### src/rtl/ddc_iq_accum_if.sv
// AXI4-Stream master bundle for the ddc_iq_accum decimator output.
// With DDC_ACC_TSTAMP_EN defined, a 32-bit tuser carries the frame index.
interface ddc_iq_accum_if #(
  parameter int ACC_W = 48
);
  logic [2*ACC_W-1:0] tdata;
  logic               tvalid;
  logic               tready;
`ifdef DDC_ACC_TSTAMP_EN
  logic [31:0]        tuser;

  modport master (output tdata, output tvalid, output tuser, input tready);
  modport slave  (input tdata, input tvalid, input tuser, output tready);
`else
  modport master (output tdata, output tvalid, input tready);
  modport slave  (input tdata, input tvalid, output tready);
`endif
endinterface

### src/rtl/ddc_iq_accum.sv
// Integrate-and-dump decimator for the quad-DDC IQ stream.
// Sums cur_len samples per component, pushes {Q_sum, I_sum} into a 2-entry
// FIFO drained over AXI4-Stream, and counts dumps lost to backpressure.
// Optional: DDC_ACC_TSTAMP_EN adds a per-dump frame index on m_axis.tuser.
module ddc_iq_accum #(
  parameter int ACC_W = 48,
  parameter int LEN_W = 16
) (
  input  logic             clk,
  input  logic             rstn,
  input  logic [63:0]      data_in,
  input  logic             valid_in,
  input  logic [LEN_W-1:0] acc_len,
  input  logic             len_valid,
  input  logic             resync,
  ddc_iq_accum_if.master   m_axis,
  output logic             overflow,
  output logic [15:0]      drop_cnt
);

  typedef enum logic {IDLE, RUN} state_t;

  localparam int W_W = 2 * ACC_W;

  state_t             state_q, state_d;
  logic [ACC_W-1:0]   acc_i_q, acc_q_q;
  logic [LEN_W-1:0]   cnt_q, cur_len_q, pend_len_q;
  logic               pend_flag_q;

  logic [W_W-1:0]     mem_q [2];
  logic               rd_q, wr_q;
  logic [1:0]         count_q;

  logic [LEN_W-1:0]   new_len;
  logic [ACC_W-1:0]   sum_i, sum_q;
  logic               running, last, dump, boundary;
  logic               full, pop, push, drop;

`ifdef DDC_ACC_TSTAMP_EN
  logic [31:0]        frame_q;
  logic [31:0]        tag_q [2];
`endif

  // Shared datapath decode: new length, per-component sums and frame events.
  always_comb begin
    new_len  = (acc_len == '0) ? LEN_W'(1) : acc_len;
    sum_i    = acc_i_q + {{(ACC_W-32){data_in[31]}}, data_in[31:0]};
    sum_q    = acc_q_q + {{(ACC_W-32){data_in[63]}}, data_in[63:32]};
    running  = (state_q == RUN);
    last     = (cnt_q == LEN_W'(cur_len_q - LEN_W'(1)));
    // A resync discards the coincident sample, so it suppresses the dump.
    dump     = running && valid_in && !resync && last;
    boundary = running && (resync || dump);
    full     = (count_q == 2'd2);
    pop      = m_axis.tvalid && m_axis.tready;
    // Head slot is freed by the same-edge pop, so a full FIFO can still accept.
    push     = dump && (!full || pop);
    drop     = dump && full && !pop;
  end

  // State register.
  // NOTE: sequential blocks use non-blocking assignments so every register
  // samples pre-edge values regardless of block ordering.
  always_ff @(posedge clk or negedge rstn) begin
    if (!rstn) state_q <= IDLE;
    else       state_q <= state_d;
  end

  // Next-state: leave IDLE on the first length strobe, then stay in RUN.
  // NOTE: state_d gets a default first so no path leaves it unassigned and
  // no latch is inferred.
  always_comb begin
    state_d = state_q;
    if (state_q == IDLE && len_valid) state_d = RUN;
  end

  // Frame length bookkeeping: immediate out of IDLE, else deferred to a boundary.
  always_ff @(posedge clk or negedge rstn) begin
    if (!rstn) begin
      cur_len_q   <= LEN_W'(1);
      pend_len_q  <= LEN_W'(1);
      pend_flag_q <= 1'b0;
    end else if (!running) begin
      if (len_valid) begin
        cur_len_q   <= new_len;
        pend_len_q  <= new_len;
        pend_flag_q <= 1'b0;
      end
    end else if (boundary) begin
      if (len_valid) begin
        cur_len_q   <= new_len;
        pend_len_q  <= new_len;
        pend_flag_q <= 1'b0;
      end else if (pend_flag_q) begin
        cur_len_q   <= pend_len_q;
        pend_flag_q <= 1'b0;
      end
    end else if (len_valid) begin
      pend_len_q  <= new_len;
      pend_flag_q <= 1'b1;
    end
  end

  // Accumulators and sample counter; cleared at every frame boundary.
  always_ff @(posedge clk or negedge rstn) begin
    if (!rstn) begin
      acc_i_q <= '0;
      acc_q_q <= '0;
      cnt_q   <= '0;
    end else if (boundary) begin
      acc_i_q <= '0;
      acc_q_q <= '0;
      cnt_q   <= '0;
    end else if (running && valid_in) begin
      acc_i_q <= sum_i;
      acc_q_q <= sum_q;
      cnt_q   <= cnt_q + LEN_W'(1);
    end
  end

  // Two-entry output FIFO; the head entry drives the stream directly.
  // NOTE: the storage is reset on purpose so tdata reads zero out of reset.
  always_ff @(posedge clk or negedge rstn) begin
    if (!rstn) begin
      mem_q[0] <= '0;
      mem_q[1] <= '0;
      rd_q     <= 1'b0;
      wr_q     <= 1'b0;
      count_q  <= 2'd0;
    end else begin
      if (pop) rd_q <= ~rd_q;
      if (push) begin
        mem_q[wr_q] <= {sum_q, sum_i};
        wr_q        <= ~wr_q;
      end
      case ({push, pop})
        2'b10:   count_q <= count_q + 2'd1;
        2'b01:   count_q <= count_q - 2'd1;
        default: count_q <= count_q;
      endcase
    end
  end

  assign m_axis.tvalid = (count_q != 2'd0);
  assign m_axis.tdata  = mem_q[rd_q];

  // Sticky overflow flag and saturating drop counter.
  always_ff @(posedge clk or negedge rstn) begin
    if (!rstn) begin
      overflow <= 1'b0;
      drop_cnt <= '0;
    end else if (drop) begin
      overflow <= 1'b1;
      if (drop_cnt != 16'hFFFF) drop_cnt <= drop_cnt + 16'd1;
    end
  end

`ifdef DDC_ACC_TSTAMP_EN
  // Frame index: counts every dump (dropped included), cleared by resync.
  always_ff @(posedge clk or negedge rstn) begin
    if (!rstn)     frame_q <= '0;
    else if (resync) frame_q <= '0;
    else if (dump)   frame_q <= frame_q + 32'd1;
  end

  // Frame index storage kept in step with the data FIFO slots.
  always_ff @(posedge clk or negedge rstn) begin
    if (!rstn) begin
      tag_q[0] <= '0;
      tag_q[1] <= '0;
    end else if (push) begin
      tag_q[wr_q] <= frame_q;
    end
  end

  assign m_axis.tuser = tag_q[rd_q];
`endif

endmodule

### src/flat_wrapper.sv
// flat-port wrapper written by rule: the top's interface ports become plain ports
module ddc_iq_accum_flat 
#(
  parameter int ACC_W = 48,
  parameter int LEN_W = 16
)
  (clk, rstn, data_in, valid_in, acc_len, len_valid, resync, overflow, drop_cnt, m_axis_tdata, m_axis_tvalid, m_axis_tready);
  ddc_iq_accum_if #(.ACC_W(ACC_W)) m_axis_i ();
  input  logic clk;
  input  logic rstn;
  input  logic [63:0] data_in;
  input  logic valid_in;
  input  logic [LEN_W-1:0] acc_len;
  input  logic len_valid;
  input  logic resync;
  output logic overflow;
  output logic [15:0] drop_cnt;
  output wire logic [$bits(m_axis_i.tdata)-1:0] m_axis_tdata;
  output wire logic [$bits(m_axis_i.tvalid)-1:0] m_axis_tvalid;
  input wire logic [$bits(m_axis_i.tready)-1:0] m_axis_tready;
  assign m_axis_tdata = m_axis_i.tdata;
  assign m_axis_tvalid = m_axis_i.tvalid;
  assign m_axis_i.tready = m_axis_tready;
  ddc_iq_accum #(.ACC_W(ACC_W), .LEN_W(LEN_W)) u_core (.clk(clk), .rstn(rstn), .data_in(data_in), .valid_in(valid_in), .acc_len(acc_len), .len_valid(len_valid), .resync(resync), .m_axis(m_axis_i), .overflow(overflow), .drop_cnt(drop_cnt));
endmodule
### config.mk
export PLATFORM = sky130hd
export DESIGN_NAME = ddc_iq_accum_flat
export DESIGN_NICKNAME = d
export VERILOG_FILES = /design/src/rtl/ddc_iq_accum_if.sv /design/src/rtl/ddc_iq_accum.sv /design/src/flat_wrapper.sv
export SDC_FILE = /design/constraint.sdc
export NUM_CORES = 1
export LEC_CHECK = 0
export BUFFER_PORTS_ARGS = -buffer_cell sky130_fd_sc_hd__buf_4
export CORE_MARGIN = 2
export CORE_UTILIZATION = 40
export CTS_CLUSTER_DIAMETER = 40
export DETAILED_ROUTE_END_ITERATION = 6
export PLACE_DENSITY_LB_ADDON = 0.08
export SLEW_MARGIN = 30
export SYNTH_ARGS = -nofsm -noshare
export SYNTH_HDL_FRONTEND = slang
export SYNTH_SLANG_ARGS = --single-unit
### constraint.sdc
create_clock -name clk -period 4.9 [get_ports clk]
set_clock_uncertainty 0.2 [all_clocks]
set_input_delay 0.98 -clock clk [delete_from_list [all_inputs] [get_ports clk]]
set_output_delay 0.98 -clock clk [all_outputs]
set_load 0.01 [all_outputs]
Word-level counts from Yosys, hierarchy flattened
Cells that the tools add are included.

Multipliers: 0. Bitwise logic cells: 5. Add/sub/neg operators: 7. Divide/modulo/power cells: 0. Multiplexer cells: 23. Shift-type cells: 0. Reduce and logical (&&, ||, !) cells: 24. Eq/ne operators: 7. Magnitude comparators: 3.

Operators with widths (count): $mux 96 (4); $bwmux 192 (1); $mux 48 (4); $mux 16 (8); $add 48x48->48 (2); $demux 96 s1 (1); $add 16x1->16 const B (2); $eq 16x16->1 (1); $logic_not 16->1 (1); $ne 16x16->1 const B (1); $sub 16x1->16 const B (1); $logic_and 1x1->1 (10); $reduce_bool 2->1 (5); $eq 2x2->1 const B (2); $ge 2x2->1 const B (2); $mux 1 (4); $not 1->2 (2); $pmux 2 s2 (1); $reduce_and 2->1 (2); $logic_not 1->1 (3); $ne 3x2->1 const B (1); $not 1->1 (3); $reduce_and 3->1 (1); $add 2x1->2 const B (1); other kinds (5) (6).

Bits in writable memories: 0. Word-level logic and storage cells: 83. Output and inout port bits: 114. Memories kept: 0. Bits of input ports: 86. Bits in read-only memories: 0. Register bits after elaboration: 359. Latch bits: 0.

Longest topological paths before layout
Depth after elaboration: 7. Mapped depth: 15.

Worst setup path after synthesis
Ideal clock, no wire load.

Kind: input-to-reg. From: input port data_in[32]. To: register u_core.acc_q_q[40]. Library setup time: 0.131 ns. Stages: 14. Buffers on the path: 0. Required time: 4.569 ns. Slack: 0.832 ns. Arrival: 3.737 ns. Cells stage by stage: ha_1 > inv_1 > fa_1 > nor2b_1 > o31a_1 > o31ai_2 > a21oi_1 > or3_1 > and4_1 > or2_1 > a221o_1 > a41oi_2 > xor2_1 > o21ai_0.

Longest elaborated chain between the ends: 3.

Ends and longest elaborated chain: start: declaration (line flat_wrapper.sv:11) `input logic [63:0] data_in;`; $add 48x48->48 (line ddc_iq_accum.sv:48) `sum_q = acc_q_q + {{(ACC_W-32){data_in[63]}}, data_in[63:32]};`; $mux 48 (line ddc_iq_accum.sv:114) `end else if (running && valid_in) begin`; $mux 48 (line ddc_iq_accum.sv:110) `end else if (boundary) begin`; end signal: assignment (line ddc_iq_accum.sv:116) `acc_q_q <= sum_q;`; end: declaration (line ddc_iq_accum.sv:26) `logic [ACC_W-1:0] acc_i_q, acc_q_q;`.

No other way between the ends. The select of a mux whose other input is x is not followed. A chain may end at the register's enable or synchronous reset.

Worst setup path after layout
From: register u_core.cur_len_q[3]. To: register u_core.acc_q_q[31].

Longest elaborated chain between the ends: 6. Elaborated cells between the ends (all ways): 7. Those cells by class: 1 x add/sub; 1 x eq/ne; 1 x mux; 4 x reduce/logical.

Ends and longest elaborated chain: start: declaration (line ddc_iq_accum.sv:27) `logic [LEN_W-1:0] cnt_q, cur_len_q, pend_len_q;`; start signal: assignment (line ddc_iq_accum.sv:85) `cur_len_q <= new_len;`; start signal: assignment (line ddc_iq_accum.sv:91) `cur_len_q <= new_len;`; start signal: assignment (line ddc_iq_accum.sv:95) `cur_len_q <= pend_len_q;`; $sub 16x1->16 * (line ddc_iq_accum.sv:50) `last = (cnt_q == LEN_W'(cur_len_q - LEN_W'(1)));`; $eq 16x16->1 * (line ddc_iq_accum.sv:50); $logic_and 1x1->1 * (line ddc_iq_accum.sv:52) `dump = running && valid_in && !resync && last;`; $logic_or 1x1->1 * (line ddc_iq_accum.sv:53) `boundary = running && (resync || dump);`; $logic_and 1x1->1 * (line ddc_iq_accum.sv:53); $mux 48 / $reduce_bool 2->1 (equally long branches).

Mark *: on every way between the ends. The rest lies on a longest branch, timed or not.

==> results.ini <==
[die]
ios=200
row_count=82
initial_core_util=0.404
fp.coreArea_um2=50000
fp.dieW_um=229
dieArea_um2=52300
die_height_um=229

[logic_synthesis]
ys_ff_latch=359
synth-main-ff-cell=dfrtp_1
syn_nets=2372
synth-async-reset-ratio=1.00
yosys_warnings=0
synth_cell_types=77
synth_cells=2186
ys_seq_area_frac=0.445
synth-edff-count=0
syn_avg_cell_area_um2=9.24
syn-cell-area_um2=20200

[worst_setup_path]
cp.required_ns=5.19
path_class=reg -> reg
crit_path_max_fanout=14
timing.rr.start=u_core.cur_len_q[3]
critPathLaunchType=register
reg2regPathDepth=9
reg2reg_slack_ns=0.74
endpoint_kind=register
cp-startpoint=u_core.cur_len_q[3]
reg2reg_to=u_core.acc_q_q[31]
critPathArrivalTime_ns=4.45

[sta]
rsz0062_at_grt=no
hold_slack_ns=0.102
fmax_mhz=240
tightest_slew_ns=0.804
fin_setup_tns_ns=0
setup_viol=0
slew_violations=0
period_share=0.849
final.min_clock_period_ns=4.16
finalHoldViolCount=0
max_slew_margin=0.462

[global_routing]
overflow=0
grt_max_degree=110
grt_pass1_vias=16342
track_usage=0.203
antenna_found_initial=0
grt_pass1_wl_um=86300

[routing]
drt_iter0_drc=883
route.detailed.drc=0
antenna_left=0
vias=16277
viasPerCell=5.25
drt_pass1_iterations=6
avgRoutedWirePerCell_um=17.1
wirelength_um=52800

[clock_network]
root_buffer=clkbuf_16
clk_path_buf_depth=3
cts_tree=built
holdBufCountCts=0
cts_resized=0
cts_setup_buffers=0
clock_sinks=359
htree_num_levels=3
clk_pin_slew_ns=0.05
clock_latency_ns=0.59
cts_buffers=69

[cells_and_area]
stdcell_count=3098
drive_gt1_frac=0.205
nets=2555
final_common_cell=dfrtp_1
final_cell_mix=356 x dfrtp_1, 321 x nand2_1, 246 x o21ai_0
areaGrowthSynthToFinish_pct=22.7
num_antenna_cells=0

[placed_design]
hpwl_um=36900
port_buffers=199
dpl.cell_count=2970
place_congestion=0.845

[power_and_ir_drop]
ir_drop_uv=249
switchingPower_w=0.00319
seqPwrFrac=0.324
intPower_w=0.00718
p_leak_nw=11.8
p_sw_frac=0.308
comb_power_share=0.211
clkPwrFrac=0.465
power.density_nw_per_um2=419

[run_status]
status=complete, no violations

[worst_hold_path]
hold_path_class=in -> async

[run]
cap_violations=0

[logic make-up (layout without fill, tap and decap cells)]
kind of cell	Yosys count	after routing	share of synthesized area
AND/OR/NAND/NOR	697	697	0.152
adder cells (fa/ha/maj)	100	100	0.0627
buffers and inverters	156	396	0.0306
flip-flops	359	359	0.445
XOR/XNOR	133	133	0.0577
multiplexers	137	137	0.0754
AO/OA/AOI/OAI	604	604	0.177
[synth_stat cells (3+ instances only)]
master / n / area, um2
and2_1: 9 / 56.3
a31oi_1: 19 / 119
nand3b_1: 4 / 30.0
a21oi_1: 173 / 866
a211oi_1: 12 / 90.1
nand2_1: 325 / 1220
nand4_1: 22 / 138
nand3_1: 26 / 130
o21bai_1: 22 / 165
nor2_1: 206 / 773
clkbuf_1: 84 / 315
o31ai_1: 4 / 30.0
o21ai_0: 246 / 1230
a22o_1: 10 / 87.6
mux2_2: 122 / 1370
o22ai_1: 6 / 37.5
o31a_1: 5 / 43.8
nand4b_1: 4 / 35.0
nor4_1: 6 / 37.5
nand2b_1: 10 / 62.6
a211o_1: 4 / 35.0
ha_1: 98 / 1230
buf_2: 11 / 55.1
xor2_1: 64 / 561
or2_2: 5 / 31.3
or3_1: 9 / 56.3
and4_1: 3 / 26.3
a21o_1: 36 / 270
nor3_1: 16 / 80.1
mux2i_1: 15 / 150
o21ai_1: 7 / 35.0
and3_1: 24 / 150
xnor2_1: 69 / 604
o2111ai_1: 4 / 35.0
nor2b_1: 13 / 81.3
dfrtp_1: 357 / 8930
a311oi_1: 3 / 26.3
o21a_1: 16 / 120
o211ai_1: 10 / 75.1
inv_1: 46 / 173
buf_1: 12 / 45.0
[worst max path at each step]
stage	to	depth (start not counted)
after global routing	u_core.cur_len_q[3]	11
after CTS	u_core.acc_q_q[31]	9
after global placement	u_core.mem_q[184]	15
after floorplan	u_core.acc_q_q[40]	14
after detailed placement	u_core.mem_q[184]	15
final	u_core.acc_q_q[31]	9
[flip-flops by register name (all words and copies together), names as in the netlist]
signal              flops
u_core.rd_q             1
u_core.overflow         1
u_core.pend_len_q      16
u_core.count_q          2
u_core.drop_cnt        16
u_core.pend_flag_q      1
u_core.mem_q          192
u_core.cur_len_q       16
u_core.wr_q             1
u_core.running          1
u_core.acc_i_q         48
u_core.acc_q_q         48
u_core.cnt_q           16
[metal layers]
metal  wire length (um)  global-route usage  up-vias
met4               1060              0.0590        0
li1                   -                   -     8067
met2              24900               0.335      318
met3               2530              0.0467       79
met5                  0                   0        -
met1              24300               0.265     7813
[power by group through the flow]
| stage | sequential, W | clock [W] | combinational, W |
|---|---|---|---|
| 4_1_cts | 0.00337 | 0.00494 | 0.00220 |
| 3_5_place_dp | 0.00341 | 0 | 0.00219 |
| 3_3_place_gp | 0.00341 | 0 | 0.00216 |
| 6_report | 0.00337 | 0.00482 | 0.00219 |
| 5_1_grt | 0.00339 | 0.00509 | 0.00244 |
| 2_1_floorplan | 0.00328 | 0 | 0.00166 |
[worst max-delay path, cell delays in order, from the launching register on]
cell      delay (ns)
dfrtp_1         0.46
nor4_4          0.62
nand4b_1        0.35
o32a_1          0.38
nor2_1          0.10
nand2_1         0.18
a31oi_1         0.64
nand2_1         0.56
buf_4           0.38
o21ai_0         0.19
[cell type report]
class / instances / area, um2
Clock buffer: 84 / 1930
Clock inverter: 44 / 469
Fill cell: 4731 / 25200
Inverter: 46 / 173
Multi-Input combinational cell: 1671 / 10600
Sequential cell: 359 / 8990
Tap cell: 672 / 841
Timing Repair Buffer: 222 / 1760
[stage by stage]
stage	power (W)	utilization	setup slack (ns)	cell area [um2]
2_1_floorplan	0.00494	-	0.832	20200
3_3_place_gp	0.00557	0.447	0.367	22400
3_5_place_dp	0.00560	0.448	0.285	22400
4_1_cts	0.0105	0.496	0.665	24800
5_1_grt	0.0109	0.496	0.380	24800
6_report	0.0104	0.496	0.738	24800
Note: power is estimated with default switching activity, not from simulation.
